[config.mk]
export PLATFORM = sky130hd
export DESIGN_NAME = mstream_st_buf_dut
export DESIGN_NICKNAME = d
export VERILOG_FILES = /design/src/rtl/mstream_st_buf_dut.sv
export SDC_FILE = /design/constraint.sdc
export NUM_CORES = 1
export LEC_CHECK = 0
export CAP_MARGIN = 40
export CORE_MARGIN = 1
export CORE_UTILIZATION = 37
export DETAILED_ROUTE_END_ITERATION = 6
export SLEW_MARGIN = 10
export SYNTH_ARGS = -nofsm -noshare
export SYNTH_HDL_FRONTEND = slang
export SYNTH_SLANG_ARGS = --single-unit
[constraint.sdc]
create_clock -name clk -period 3.2 [get_ports clk]
set_input_delay 0.96 -clock clk [delete_from_list [all_inputs] [get_ports clk]]
set_output_delay 0.96 -clock clk [all_outputs]
set_load 0.1 [all_outputs]
[src/rtl/mstream_st_buf_dut.sv]
// Buffered matrix-stream self-test DUT: host<->card FIFOs with a drain-safe
// run-time loopback that returns host ingress to host egress.
module mstream_st_buf_dut #(
  parameter int ROW_W    = 8,
  parameter int NUM_ROWS = 3,
  parameter int DEPTH    = 4
) (
  input  logic                         clk,
  input  logic                         reset,
  input  logic                         loopback_en,
  input  logic                         h_ig_vld,
  input  logic [NUM_ROWS*ROW_W-1:0]    h_ig_data,
  output logic                         h_ig_rdy,
  output logic                         c_ig_vld,
  output logic [NUM_ROWS*ROW_W-1:0]    c_ig_data,
  input  logic                         c_ig_rdy,
  input  logic                         c_eg_vld,
  input  logic [NUM_ROWS*ROW_W-1:0]    c_eg_data,
  output logic                         c_eg_rdy,
  output logic                         h_eg_vld,
  output logic [NUM_ROWS*ROW_W-1:0]    h_eg_data,
  input  logic                         h_eg_rdy,
  output logic                         mode_o,
  output logic                         draining_o,
  output logic [$clog2(DEPTH+1)-1:0]   ig_count,
  output logic [$clog2(DEPTH+1)-1:0]   eg_count,
  output logic [31:0]                  ig_beats,
  output logic [31:0]                  eg_beats
);

  localparam int DW = NUM_ROWS * ROW_W;
  localparam int AW = (DEPTH > 1) ? $clog2(DEPTH) : 1;
  localparam int CW = $clog2(DEPTH + 1);
  localparam logic [CW-1:0] FULL = CW'(DEPTH);

  typedef enum logic [1:0] {ST_PASS, ST_LOOP, ST_DRAIN} state_t;

  state_t state, state_nxt;
  logic   mode, mode_nxt;

  logic [DW-1:0] ig_mem [DEPTH];
  logic [DW-1:0] eg_mem [DEPTH];
  logic [AW-1:0] ig_wptr, ig_rptr, eg_wptr, eg_rptr;
  logic          ig_push, ig_pop, eg_push, eg_pop, move;
  logic          ig_full, ig_empty, eg_full, eg_empty, draining;
  logic [DW-1:0] ig_head, eg_in;

  assign ig_full  = (ig_count == FULL);
  assign eg_full  = (eg_count == FULL);
  assign ig_empty = (ig_count == '0);
  assign eg_empty = (eg_count == '0);
  assign draining = (state == ST_DRAIN);
  assign ig_head  = ig_mem[ig_rptr];

  // Routing follows the registered mode, so a drain empties the FIFOs the old way.
  assign h_ig_rdy  = !reset && !ig_full && !draining;
  assign c_ig_vld  = !reset && !mode && !ig_empty;
  assign c_ig_data = ig_head;
  assign c_eg_rdy  = !reset && !mode && !eg_full && !draining;
  assign h_eg_vld  = !reset && !eg_empty;
  assign h_eg_data = eg_mem[eg_rptr];
  assign move      = !reset && mode && !ig_empty && !eg_full;

  assign ig_push = h_ig_vld && h_ig_rdy;
  assign ig_pop  = (c_ig_vld && c_ig_rdy) || move;
  assign eg_push = (c_eg_vld && c_eg_rdy) || move;
  assign eg_pop  = h_eg_vld && h_eg_rdy;
  assign eg_in   = mode ? ig_head : c_eg_data;

  assign mode_o     = mode;
  assign draining_o = draining;

  always_ff @(posedge clk) begin
    if (reset) begin
      ig_wptr  <= '0;
      ig_rptr  <= '0;
      ig_count <= '0;
    end else begin
      if (ig_push) begin
        ig_mem[ig_wptr] <= h_ig_data;
        ig_wptr         <= ig_wptr + AW'(1);
      end
      if (ig_pop) ig_rptr <= ig_rptr + AW'(1);
      case ({ig_push, ig_pop})
        2'b10:   ig_count <= ig_count + CW'(1);
        2'b01:   ig_count <= ig_count - CW'(1);
        default: ig_count <= ig_count;
      endcase
    end
  end

  always_ff @(posedge clk) begin
    if (reset) begin
      eg_wptr  <= '0;
      eg_rptr  <= '0;
      eg_count <= '0;
    end else begin
      if (eg_push) begin
        eg_mem[eg_wptr] <= eg_in;
        eg_wptr         <= eg_wptr + AW'(1);
      end
      if (eg_pop) eg_rptr <= eg_rptr + AW'(1);
      case ({eg_push, eg_pop})
        2'b10:   eg_count <= eg_count + CW'(1);
        2'b01:   eg_count <= eg_count - CW'(1);
        default: eg_count <= eg_count;
      endcase
    end
  end

  always_ff @(posedge clk) begin
    if (reset) begin
      state    <= ST_PASS;
      mode     <= 1'b0;
      ig_beats <= '0;
      eg_beats <= '0;
    end else begin
      state <= state_nxt;
      mode  <= mode_nxt;
      if (ig_push) ig_beats <= ig_beats + 32'd1;
      if (eg_pop)  eg_beats <= eg_beats + 32'd1;
    end
  end

  // The mode is re-sampled at drain exit, so a request withdrawn mid-drain
  // simply returns to the mode it left.
  always_comb begin
    state_nxt = state;
    mode_nxt  = mode;
    case (state)
      ST_PASS, ST_LOOP: if (loopback_en != mode) state_nxt = ST_DRAIN;
      ST_DRAIN: begin
        if (ig_empty && eg_empty) begin
          state_nxt = loopback_en ? ST_LOOP : ST_PASS;
          mode_nxt  = loopback_en;
        end
      end
      default: state_nxt = ST_PASS;
    endcase
  end

endmodule

; Word-level counts from Yosys, hierarchy flattened
; Memories as Yosys holds them, arrays and structs flattened. A register that Yosys moved wholly into a read port is not among the register bits.
; Cells that the tools add are included.
[totals]
ff_bits = 81
output_inout_bits = 124
elab_cells = 82
ramBits = 192
n_memories = 2
inputBits = 55
[classes]
addsub = 10
eq_ne = 11
n_mux = 17
reduce_logical = 32
[memory_table]
columns = memory, depth, width, read_ports, rd_ports_with_merged_regs, wr, line
row1 = eg_mem, 4, 24, 1, 1, 1, 42  ; logic [DW-1:0] eg_mem [DEPTH];
row2 = ig_mem, 4, 24, 1, 1, 1, 41  ; logic [DW-1:0] ig_mem [DEPTH];
[ops]
columns = operator, n
row1 = $add A32 B1 Y32 const B, 2
row2 = $mux W24, 1
row3 = $logic_and A1 B1 Y1, 15
row4 = $mux W2, 6
row5 = $pmux W3 S2, 2
row6 = $add A2 B1 Y2 const B, 4
row7 = $logic_not A1 Y1, 7
row8 = $mux W1, 7
row9 = $add A3 B1 Y3 const B, 2
row10 = $eq A2 B1 Y1 const B, 3
row11 = $eq A2 B2 Y1 const B, 3
row12 = $eq A3 B3 Y1 const B, 2
row13 = $logic_not A3 Y1, 2
row14 = $sub A3 B1 Y3 const B, 2
row15 = $pmux W2 S2, 1
row16 = $reduce_and A2 Y1, 2
row17 = $reduce_bool A2 Y1, 2
row18 = $logic_not A2 Y1, 1
row19 = $logic_or A1 B1 Y1, 2
row20 = $ne A2 B1 Y1 const B, 1
row21 = $ne A2 B2 Y1 const B, 1
row22 = $reduce_or A2 Y1, 1
row23 = $ne A1 B1 Y1, 1

; Depth between registers and ports, before layout
[depth]
word_depth = 9
depth_mapped = 11
ltp_nobuf = 10

; Worst setup path after synthesis
; No wires, ideal clock.
[synth_path]
kind = register -> output
start = reg eg_count[0]
end = out c_eg_rdy
required_time_ps = 2240
slack_ps = -1963
path_stages_with_launch = 3
arrival_time_ps = 4203
path_buffers = 0
cell_sequence = dfxtp_1 nor3b_1 nor4_1
[synth_between]
elab_chain_len = 4
[synth_lines]
columns = item, line
row1 = from (decl), 26  ; output logic [$clog2(DEPTH+1)-1:0] eg_count,
row2 = from (signal assigned), 104  ; 2'b10: eg_count <= eg_count + CW'(1);
row3 = from (signal assigned), 105  ; 2'b01: eg_count <= eg_count - CW'(1);
row4 = from (signal assigned), 106  ; default: eg_count <= eg_count;
row5 = $eq A3 B3 Y1, 49  ; assign eg_full = (eg_count == FULL);
row6 = $logic_not A1 Y1, 59  ; assign c_eg_rdy = !reset && !mode && !eg_full && !draining;
row7 = $logic_and A1 B1 Y1 (2 in series), 59
row8 = to (decl), 19  ; output logic c_eg_rdy,
; Every way passes these cells.

==> out/metrics.yaml <==
job:
  maxCapViolations: 0
cells_and_area:
  final_area_um2: 15280
  multi_input_area_um2: 3716
  final_util_pct: 51.03
  final_layout_size_suffix_gt1_share_pct: 31.25
  fill_cells: 2523
  fin_nets: 1021
  area_growth_pct: 34.21
  stdcell_count: 1368
  regArea_um2: 7472
synthesis:
  syn-num-nets: 817
  yosys_most_used_dff: "edfxtp_1"
  ys.warnings.count: 0
  async_reset_ff_share_pct: 0
  synth-edff-count: 192
  synth.most_common_cell: "edfxtp_1"
  yosysTopAreaCell: "edfxtp_1"
  synthTopCellsByCount: "edfxtp_1 (192), dfxtp_1 (85), nor2_1 (83)"
  netlist_top_cells_area: "edfxtp_1 (51%), dfxtp_1 (15%), mux4_2 (9.5%)"
  synth_top_area_share_pct: 50.63
  synth_area_um2: 11390
  synth.distinct_cells: 51
  yosys_register_bits: 277
  syn_area_per_cell_um2: 15.23
  seq_area_frac_synth_pct: 65.57
  postSynthCellCount: 748
drt:
  viasPerCell: 4.936
  routed_wl_mm: 25.06
  drtAntennaViolNets: 0
  dr.pass1.iters: 4
  wire_per_inst_um: 18.32
  num_vias: 6752
  drt_iter0_drc: 351
  drc_errors: 0
sta:
  fmax_mhz: 328.3
  drv_slew: 0
  worst_pin_slew_ns: 0.8643
  fin_crit_sh_pct: 95.18
  rsz0062_at_grt: "false"
  period_minus_slack_ns: 3.046
  hold_viol_final: 0
  slew-limit-headroom_pct: 42.07
  setup_viol_count_final: 0
  skew_ns: 0.02544
placed_design:
  io_buffer_count: 178
  placed_cells: 1310
  dp_hpwl_mm: 17.14
  post_dp_cell_area_um2: 14200
  gp_congestion: 0.7680
power:
  p_leak_nw: 5.297
  vdd.ir_drop.worst_uv: 394.5
  power_density_nw_per_um2: 645.4
clock_tree:
  htreeDepth: 1
  root_buffer: "clkbuf_16"
  cts_hold_buf: 0
  post_cts_buffers: 0
  cts_buffers: 30
  tritoncts_num_sinks: 277
  cts_tree: "done"
  clk_pin_slew_worst_paths_ns: 0.06
  clk_latency_ns: 0.56
  clockBufferDepth: 3
die:
  dieArea_um2: 31490
  initial_core_util_pct: 38.02
  core_um2: 29950
  die_w_um: 177.4
  io_pins: 179
  rows: 63
  dieHeight_um: 177.4
global_route:
  grt_first_pass_wirelength_mm: 38.54
  grtUsageTotal_pct: 15.95
  grt_max_degree: 34
  grt.overflow.total: 0
  grt_pass1_vias: 6688
  antenna_found_initial: 2
critical_path:
  rr_startpoint: "eg_count[0]"
  crit_type: "reg -> out"
  required_ns: 2.24
  crit_slowest_cell: "mux4_2"
  path_buf_inv: 2
  reg2reg_depth: 9
  crit_path_end_kind: "primary output"
  rr_endpoint: "ig_count[2]"
  cp_top_family: "multiplexers"
  critPathLaunchType: "flip-flop"
  critical_path.max_fanout: 17
  cp.arrival_ns: 2.09
  path_common_cell: "buf_12"
  path_cells: "buf_12, mux4_2, buf_12"
  reg2reg_slack_ns: 0.72
  cpPeakStageDelay_ns: 0.62
outcome:
  status: "finished clean"
min_path:
  hp-start: "ig_beats[5]"
  hold_end: "ig_beats[5]"
  hold_path_depth: 1
  min_path_type: "reg -> reg"
## worst reg2reg max path, stage by stage (launching register included)
cell and delay (ns):
dfxtp_1 0.46, nor3b_1 0.09, buf_4 0.17, a2111oi_2 0.44
ha_1 0.24, inv_1 0.06, fa_1 0.37, xor2_1 0.15
or3_1 0.30, a21oi_1 0.13
## placed cells by master (no fill, tap or decap), drive strengths merged, types with 2 or more instances in the layout
master,count
clkinv,13
ha,12
fa,2
clkbuf,31
edfxtp,192
and3,8
nand4,30
dfxtp,85
clkdlybuf4s50,53
bufinv,7
or4,2
clkinvlp,5
nor4,15
nor3,10
xnor2,23
diode,2
nor2,83
mux4,48
and4,9
or3,4
nand3b,3
and2,15
nand3,20
buf,154
nor2b,2
a21oi,13
a2111oi,2
xor2,43
mux2,24
nand2b,4
mux2i,3
o31ai,2
nand2,29
inv,18
o21ai,6
## how the worst max path moves through the flow
stage	end	startpoint	slack (ns)	cells after the start
floorplan	c_eg_rdy	reset	-0.19	3
global placement	ig_count[2]	c_ig_rdy	-0.004	9
detailed placement	ig_count[2]	c_ig_rdy	-0.06	9
CTS	c_ig_data[15]	flip-flop	0.005	3
global route	c_ig_data[15]	flip-flop	0.09	3
finish	c_ig_data[15]	flip-flop	0.15	3
## registers in the layout (all words and copies together) (netlist names), 3 cells and up, named ones only
| name | cells |
|---|---|
| eg_count | 3 |
| ig_beats | 32 |
| eg_mem | 96 |
| ig_mem | 96 |
| ig_count | 3 |
| eg_beats | 32 |
## repair_timing
action                                 CTS  global route
endpoints found under the hold margin    0             0
resized for setup                        0             1
setup endpoints to repair                0             3
## cells by family (layout without fill, tap and decap cells)
family,Yosys count,in the layout,share of synthesized area (%)
xor+xnor,66,66,5.076
buf+inv,53,281,2.098
simple gates,237,237,11.70
mux,75,75,12.13
fa+ha+maj,14,14,1.670
flops,277,277,65.57
compound gates,26,26,1.758
other cells,0,2,0
## per-layer routing
layer | wire [µm] | vias to the layer above | GRT usage, %
met1 | 11330 | 3351 | 21.77
li1 | - | 3224 | -
met2 | 12110 | 138 | 26.01
met3 | 888 | 39 | 2.378
met4 | 737 | 0 | 5.306
met5 | 0 | - | 0
## layout make-up
class / count / area share, %
Clock buffer: 31 / 4.936
Sequential cell: 277 / 48.89
Inverter: 18 / 0.4420
Timing Repair Buffer: 207 / 16.11
Antenna cell: 2 / 0.03274
Multi-Input combinational cell: 418 / 24.31
Clock inverter: 25 / 2.087
Tap cell: 390 / 3.193
## power by group
group          switching [mW]  internal, mW  total (mW)
clock network            1.41          2.28        3.69
registers              0.0702          3.98        4.05
logic                    1.37         0.756        2.12
## through the flow
step                hold WS, ns    TNS, ns  total power, mW  worst slack, ns
finish                   0.4833          0            9.865           0.1544
global route             0.5178          0            10.18          0.08784
CTS                      0.4868          0            9.983         0.004637
detailed placement       0.4703   -0.07495            6.275         -0.05770
global placement         0.4514  -0.003781            6.262        -0.003781
floorplan                0.4692    -0.1893            5.501          -0.1893
No activity file was read; power rests on OpenSTA's default activity.
==> edit 1: new RTL, same settings <==
Re-encode `state_t` (3 states) as one-hot, 3 bits wide.
--- a/src/rtl/mstream_st_buf_dut.sv
+++ b/src/rtl/mstream_st_buf_dut.sv
@@ -33,7 +33,7 @@
   localparam int CW = $clog2(DEPTH + 1);
   localparam logic [CW-1:0] FULL = CW'(DEPTH);
 
-  typedef enum logic [1:0] {ST_PASS, ST_LOOP, ST_DRAIN} state_t;
+  typedef enum logic [2:0] {ST_PASS = 3'b001, ST_LOOP = 3'b010, ST_DRAIN = 3'b100} state_t;
 
   state_t state, state_nxt;
   logic   mode, mode_nxt;
Function: same outputs for any inputs over 4 cycles, from zero or initial values and one cycle with reset high; so few cycles prove little.
==> edit 1 against the unedited design <==
  * Setup slack improved by 0.0057 ns
  * Clock power shrank 12%
  * Total power is 11% lower
  * Sequential power decreased by 2%
  * Routed wire length rose by 5.6%
  * Highest routed layer is now met5
  * Final area is 1.2% higher
  * Synthesized area increased by 1.6%
  * Sequential cell count is 1 higher
  * Maximum frequency is 0.19% higher
==> edit 1: results (changes against the unedited design) <==
** Setup path
- In this run the worst setup path terminates at h_eg_data[23].
- The slack of the worst reg-to-reg path was 0.52 ns (-0.20 ns).
- The worst register-to-register path begins at state[2]$_SDFFE_PP0P_.
- Arr. time, crit path :: 2.08 ns
- The largest stage delay on the critical path came to 0.58 ns (-0.04 ns).
- Crit path max-delay cell type :: sky130_fd_sc_hd__mux4_2
- CP startpoint kind :: register
- The depth of the most critical reg-to-reg path is 10 (+1).
- The endpoint identified for the worst register-to-register timing path is eg_count[2]$_SDFFE_PP0P_.
- The biggest fanout along the worst timing path came to 17 (unchanged).

** GRT
- The largest net degree at the start of global routing came to 32 (-5.9%).
- Wire length of the first global-routing pass :: 40.48 mm (+5.0%)
- The global router's overall resource usage was 0.1642 (+0.004738).
- The initial antenna violation count is 2 (unchanged).
- Vias in the first global route :: 7110 (+6.3%)

** Clock tree
- Number of buffers added by the clock tree synthesis step :: 29 (-3.3%)
- Maximum buffer depth of the clock tree :: 3 (unchanged)
- The cell sitting at the root of the clock tree is a sky130_fd_sc_hd__clkbuf_16.
- The clock transition at the registers of the reported paths was 0.06 ns (about the same).
- The clock latency reported for the late side of the worst-skew pair came to 0.54 ns (-0.02 ns).

** Pwr
- The proportion of total power due to net switching was 0.2708 (-0.01812).
- Largest voltage drop on the vdd net :: 0.3841 mV (-2.6%)
- The leakage power of the design was 5.216 nW (-1.5%).

** Synth
- Commonest cells in the synthesized netlist :: sky130_fd_sc_hd__edfxtp_1, sky130_fd_sc_hd__dfxtp_1, sky130_fd_sc_hd__mux4_2
- Number of enable flip-flop cells after synthesis :: 192 (unchanged)
- Ranked by total cell area, the synthesized netlist is headed by sky130_fd_sc_hd__edfxtp_1, sky130_fd_sc_hd__dfxtp_1, sky130_fd_sc_hd__mux4_2.
- The sequential-to-total area share from yosys stat came to 0.6468 (-0.008901).
- Synthesized net count :: 864 (+5.8%)
- The warning count from the yosys run is 0 (unchanged).

** Final layout
- The largest registers in the layout are eg_mem (96), ig_mem (96).
- Number of nets in the layout :: 1068 (+4.6%)
- Layout fillers :: 2623 (+4.0%)
- The share of post-route cells with drive strength above 1 came to 0.2997 (-0.01279).

** STA
- Finish-stage setup viols :: 0 (unchanged)
- The worst clock skew was 0.01311 ns (-0.01233 ns).
- Transition time at the pin with the least slew margin :: 0.5836 ns (-0.2807 ns)

** Routing
- The detail-routed net length per standard cell came to 18.66 microns (+1.8%).
- DRC violation total after the first TritonRoute iteration :: 493 (+40%)
- The number of iterations in the first detailed-routing pass came to 4 (unchanged).
- Count of nets left with antenna violations after detail routing :: 0 (unchanged)
- The number of vias per cell is 5.229 (+5.9%).

** Place
- The routability congestion estimate from global placement came to 0.8042 (+4.7%).
- IO buf count :: 178 (unchanged)
- The placed wire-length estimate after detailed placement is 17.89 mm (+4.4%).

** Hold path
- In this run the most critical hold path is launched from ig_rptr[1]$_SDFFE_PP0P_.
- Worst hold path class :: reg2reg
- Hold Path Cell Cnt :: 1 (unchanged)

** Outcome
- The flow ran to the end, and the final reports show no timing, DRC or antenna violations.
==> edit 1: final cells by class <==
cell class | count | share of cell area
inverter | 24 | 0.006067
clock buffer | 33 | 0.04854
sequential | 278 | 0.4847
clock inverter | 20 | 0.01116
tap | 396 | 0.03204
multi-input combinational | 448 | 0.2498
antenna | 1 | 0.0001618
timing repair buffer | 218 | 0.1675
==> edit 1: stage by stage <==
step	setup WS [ns]	cells	area, sq um	power (mW)	hold slack, ns
3_5_place_dp	-0.1025	1364	14540	5.630	0.4449
4_1_cts	0.07837	1417	15460	8.884	0.4595
5_1_grt	0.04459	1417	15460	9.079	0.4836
2_1_floorplan	-0.1484	795	11650	5.032	0.4266
3_3_place_gp	-0.08383	1363	14530	5.618	0.4467
6_report	0.1601	1418	15470	8.790	0.4547
==> edit 1: power by group through the flow <==
stage | clock network (mW) | registers, mW | logic, mW
floorplan | 0 | 4.13 | 0.899
global placement | 0 | 4.06 | 1.56
detailed placement | 0 | 4.06 | 1.57
CTS | 3.33 | 3.99 | 1.57
global route | 3.47 | 3.99 | 1.62
finish | 3.25 | 3.98 | 1.56
==> edit 1: per-layer routing <==
metal	vias to the layer above	GRT usage	wire, microns
met5	-	0	11
met4	2	0.03778	363
li1	3554	-	-
met1	3688	0.2190	11620
met3	33	0.03308	1425
met2	138	0.2746	13040
==> edit 1: cells by family after synthesis <==
| family | synth area share |
|---|---|
| compound gates | 0.05880 |
| fa+ha+maj | 0.01643 |
| simple gates | 0.1118 |
| flops | 0.6468 |
| xor+xnor | 0.01513 |
| buf+inv | 0.02324 |
| mux | 0.1279 |
==> edit 1: critical path: cells and delay by family (launching register included) <==
family	cells	cell delay, ns
muxes	1	0.58
DFF	1	0.52
buffers and inverters	2	0.43
==> edit 2: new RTL, same flow settings <==
Made on the original files. The parameter `ROW_W` goes from 8 to 12.
--- a/src/rtl/mstream_st_buf_dut.sv
+++ b/src/rtl/mstream_st_buf_dut.sv
@@ -1,7 +1,7 @@
 // Buffered matrix-stream self-test DUT: host<->card FIFOs with a drain-safe
 // run-time loopback that returns host ingress to host egress.
 module mstream_st_buf_dut #(
-  parameter int ROW_W    = 8,
+  parameter int ROW_W    = 12,
   parameter int NUM_ROWS = 3,
   parameter int DEPTH    = 4
 ) (
Interface: changed (resized c_eg_data, c_ig_data, h_eg_data and h_ig_data); port bits go from 179 to 227. No check against the original RTL was run, so the function may have changed too.
==> edit 2 against the unedited design <==
  * Synthesized area up 34%
  * Cell count rose by 28%
  * Sequential cell count is 96 higher
  * Synthesized cell count rose by 26%
  * Count of clock-buffer cells in the layout up 21
  * Final area grew 32%
  * Routed wire length is 40% higher
  * Setup slack got worse by 0.0045 ns
  * Total power is 32% higher
  * Critical path type unchanged
  * Largest power group unchanged
  * Highest routed layer is now met5
==> edit 2: results (changes against the unedited design) <==
** Pwr
- The largest voltage drop on the vdd net came to 0.3473 mV (-12%).
- NetSw :: 3.872 mW (+36%)
- The combinational cell power came to 2.91 mW (+37%).

** Routing
- The met3 layer wire length in the routed design is 2.151 mm (+140%).
- The number of DRC markers in iteration 0 came to 448 (+28%).
- The highest layer touched by signal routing is met5.
- Wire per inst :: 20.07 microns (+9.6%)

** Setup path
- R2R Path End :: eg_count[2]$_SDFFE_PP0P_
- Worst Setup EP :: c_ig_data[19]
- Largest driver fanout on the critical path :: 21 (+4)
- Crit path max-delay cell type :: sky130_fd_sc_hd__dfxtp_2
- Launching point of the worst reg2reg path :: state[1]$_SDFFE_PP0P_
- Depth of the worst register-to-register path :: 10 (+1)

** Synth
- Compound-cell area share of the yosys netlist :: 0.02633 (+0.008750)
- The mean area per synthesized cell is 16.11 sq um (+5.8%).
- The post-synthesis share of cell area spent on full adders, half adders and majority gates was 0.01251 (-0.004193).
- Commonest cells in the synthesized netlist :: sky130_fd_sc_hd__edfxtp_1, sky130_fd_sc_hd__dfxtp_1, sky130_fd_sc_hd__mux4_2
- Number of enable flip-flop cells after synthesis :: 288 (+50%)
- Share of the yosys chip area belonging to registers :: 0.6806 (+0.02492)

** Hold path
- In this run the most critical hold path is launched from ig_rptr[1]$_SDFFE_PP0P_.

** Final layout
- Fraction of area in clock buffers and inverters :: 0.06564 (-0.004596)
- The filler cell count in the final layout is 3314 (+31%).
- The multi-input combinational area share was 0.2272 (-0.01589).
- The multi-input combinational cell count came to 496 (+19%).
- Register area :: 10360 sq um (+39%)
- The count of placed standard cells in the final layout, fillers left out is 1751 (+28%).
- Largest registers in the final layout :: eg_mem (144), ig_mem (144)
- The fraction of area in non-clock buffers came to 0.1584 (-0.002723).
- The final-stage net count was 1287 (+26%).
- The non-clock buffer instance count of the final layout came to 261 (+26%).
- The count of antenna diodes in the layout is 0 (-2).
- Final non-filler cell area :: 20220 sq um (+32%)
- The clock buffer count in the final layout came to 52 (+68%).
- The share of post-route cells with drive strength above 1 was 0.3328 (+0.02029).

** Clock tree
- The H-tree depth came to 2 (+1).

** Place
- Post-place instance area :: 18890 sq um (+33%)
- The placed wire-length estimate after detailed placement came to 23.29 mm (+36%).
- The count of port buffers added during placement was 226 (+27%).
- Placed instance count :: 1677 (+28%)
- The post-place setup slack was -0.05398 ns (+0.003723 ns).

** GRT
- Global-route met3 utilization :: 0.04566 (+0.02188)
- Met2 Track Usage GR :: 0.2738 (+0.01368)
- The fraction of met1 tracks used by global routing was 0.2289 (+0.01122).
- Wire length of the first global-routing pass :: 54.36 mm (+41%)
- The largest net degree at the start of global routing was 57 (+68%).

** STA
- The relative max-transition margin is 0.5762 (+0.1555).
- The worst slack on hold paths was 0.4487 ns (-0.03465 ns).

** Outcome
- The run finished with clean final reports.
==> edit 2: changes by cell type in the layout (fill, tap and decap cells not counted), moves of 25 or more <==
cell	unedited run	this run
sky130_fd_sc_hd__xor2_1	43	6
sky130_fd_sc_hd__nor2_1	82	57
sky130_fd_sc_hd__nor2b_1	1	29
sky130_fd_sc_hd__mux2_2	24	63
sky130_fd_sc_hd__edfxtp_1	192	288
==> edit 2: timing repair <==
action,CTS,global route
resized for setup,0,1
setup endpoints to repair,0,1
buffers inserted,0,0
==> edit 2: worst max-delay path, delay by kind of cell, from the launching register on <==
kind	cells	cell delay [ns]
flops	1	0.65
buf+inv	2	0.45
mux	1	0.40
==> edit 2: cells by family after synthesis <==
group                    Yosys count
AO/OA/AOI/OAI                     69
XOR/XNOR                          19
adder cells (fa/ha/maj)           14
buffers and inverters             75
flip-flops                       373
multiplexers                     137
AND/OR/NAND/NOR                  257
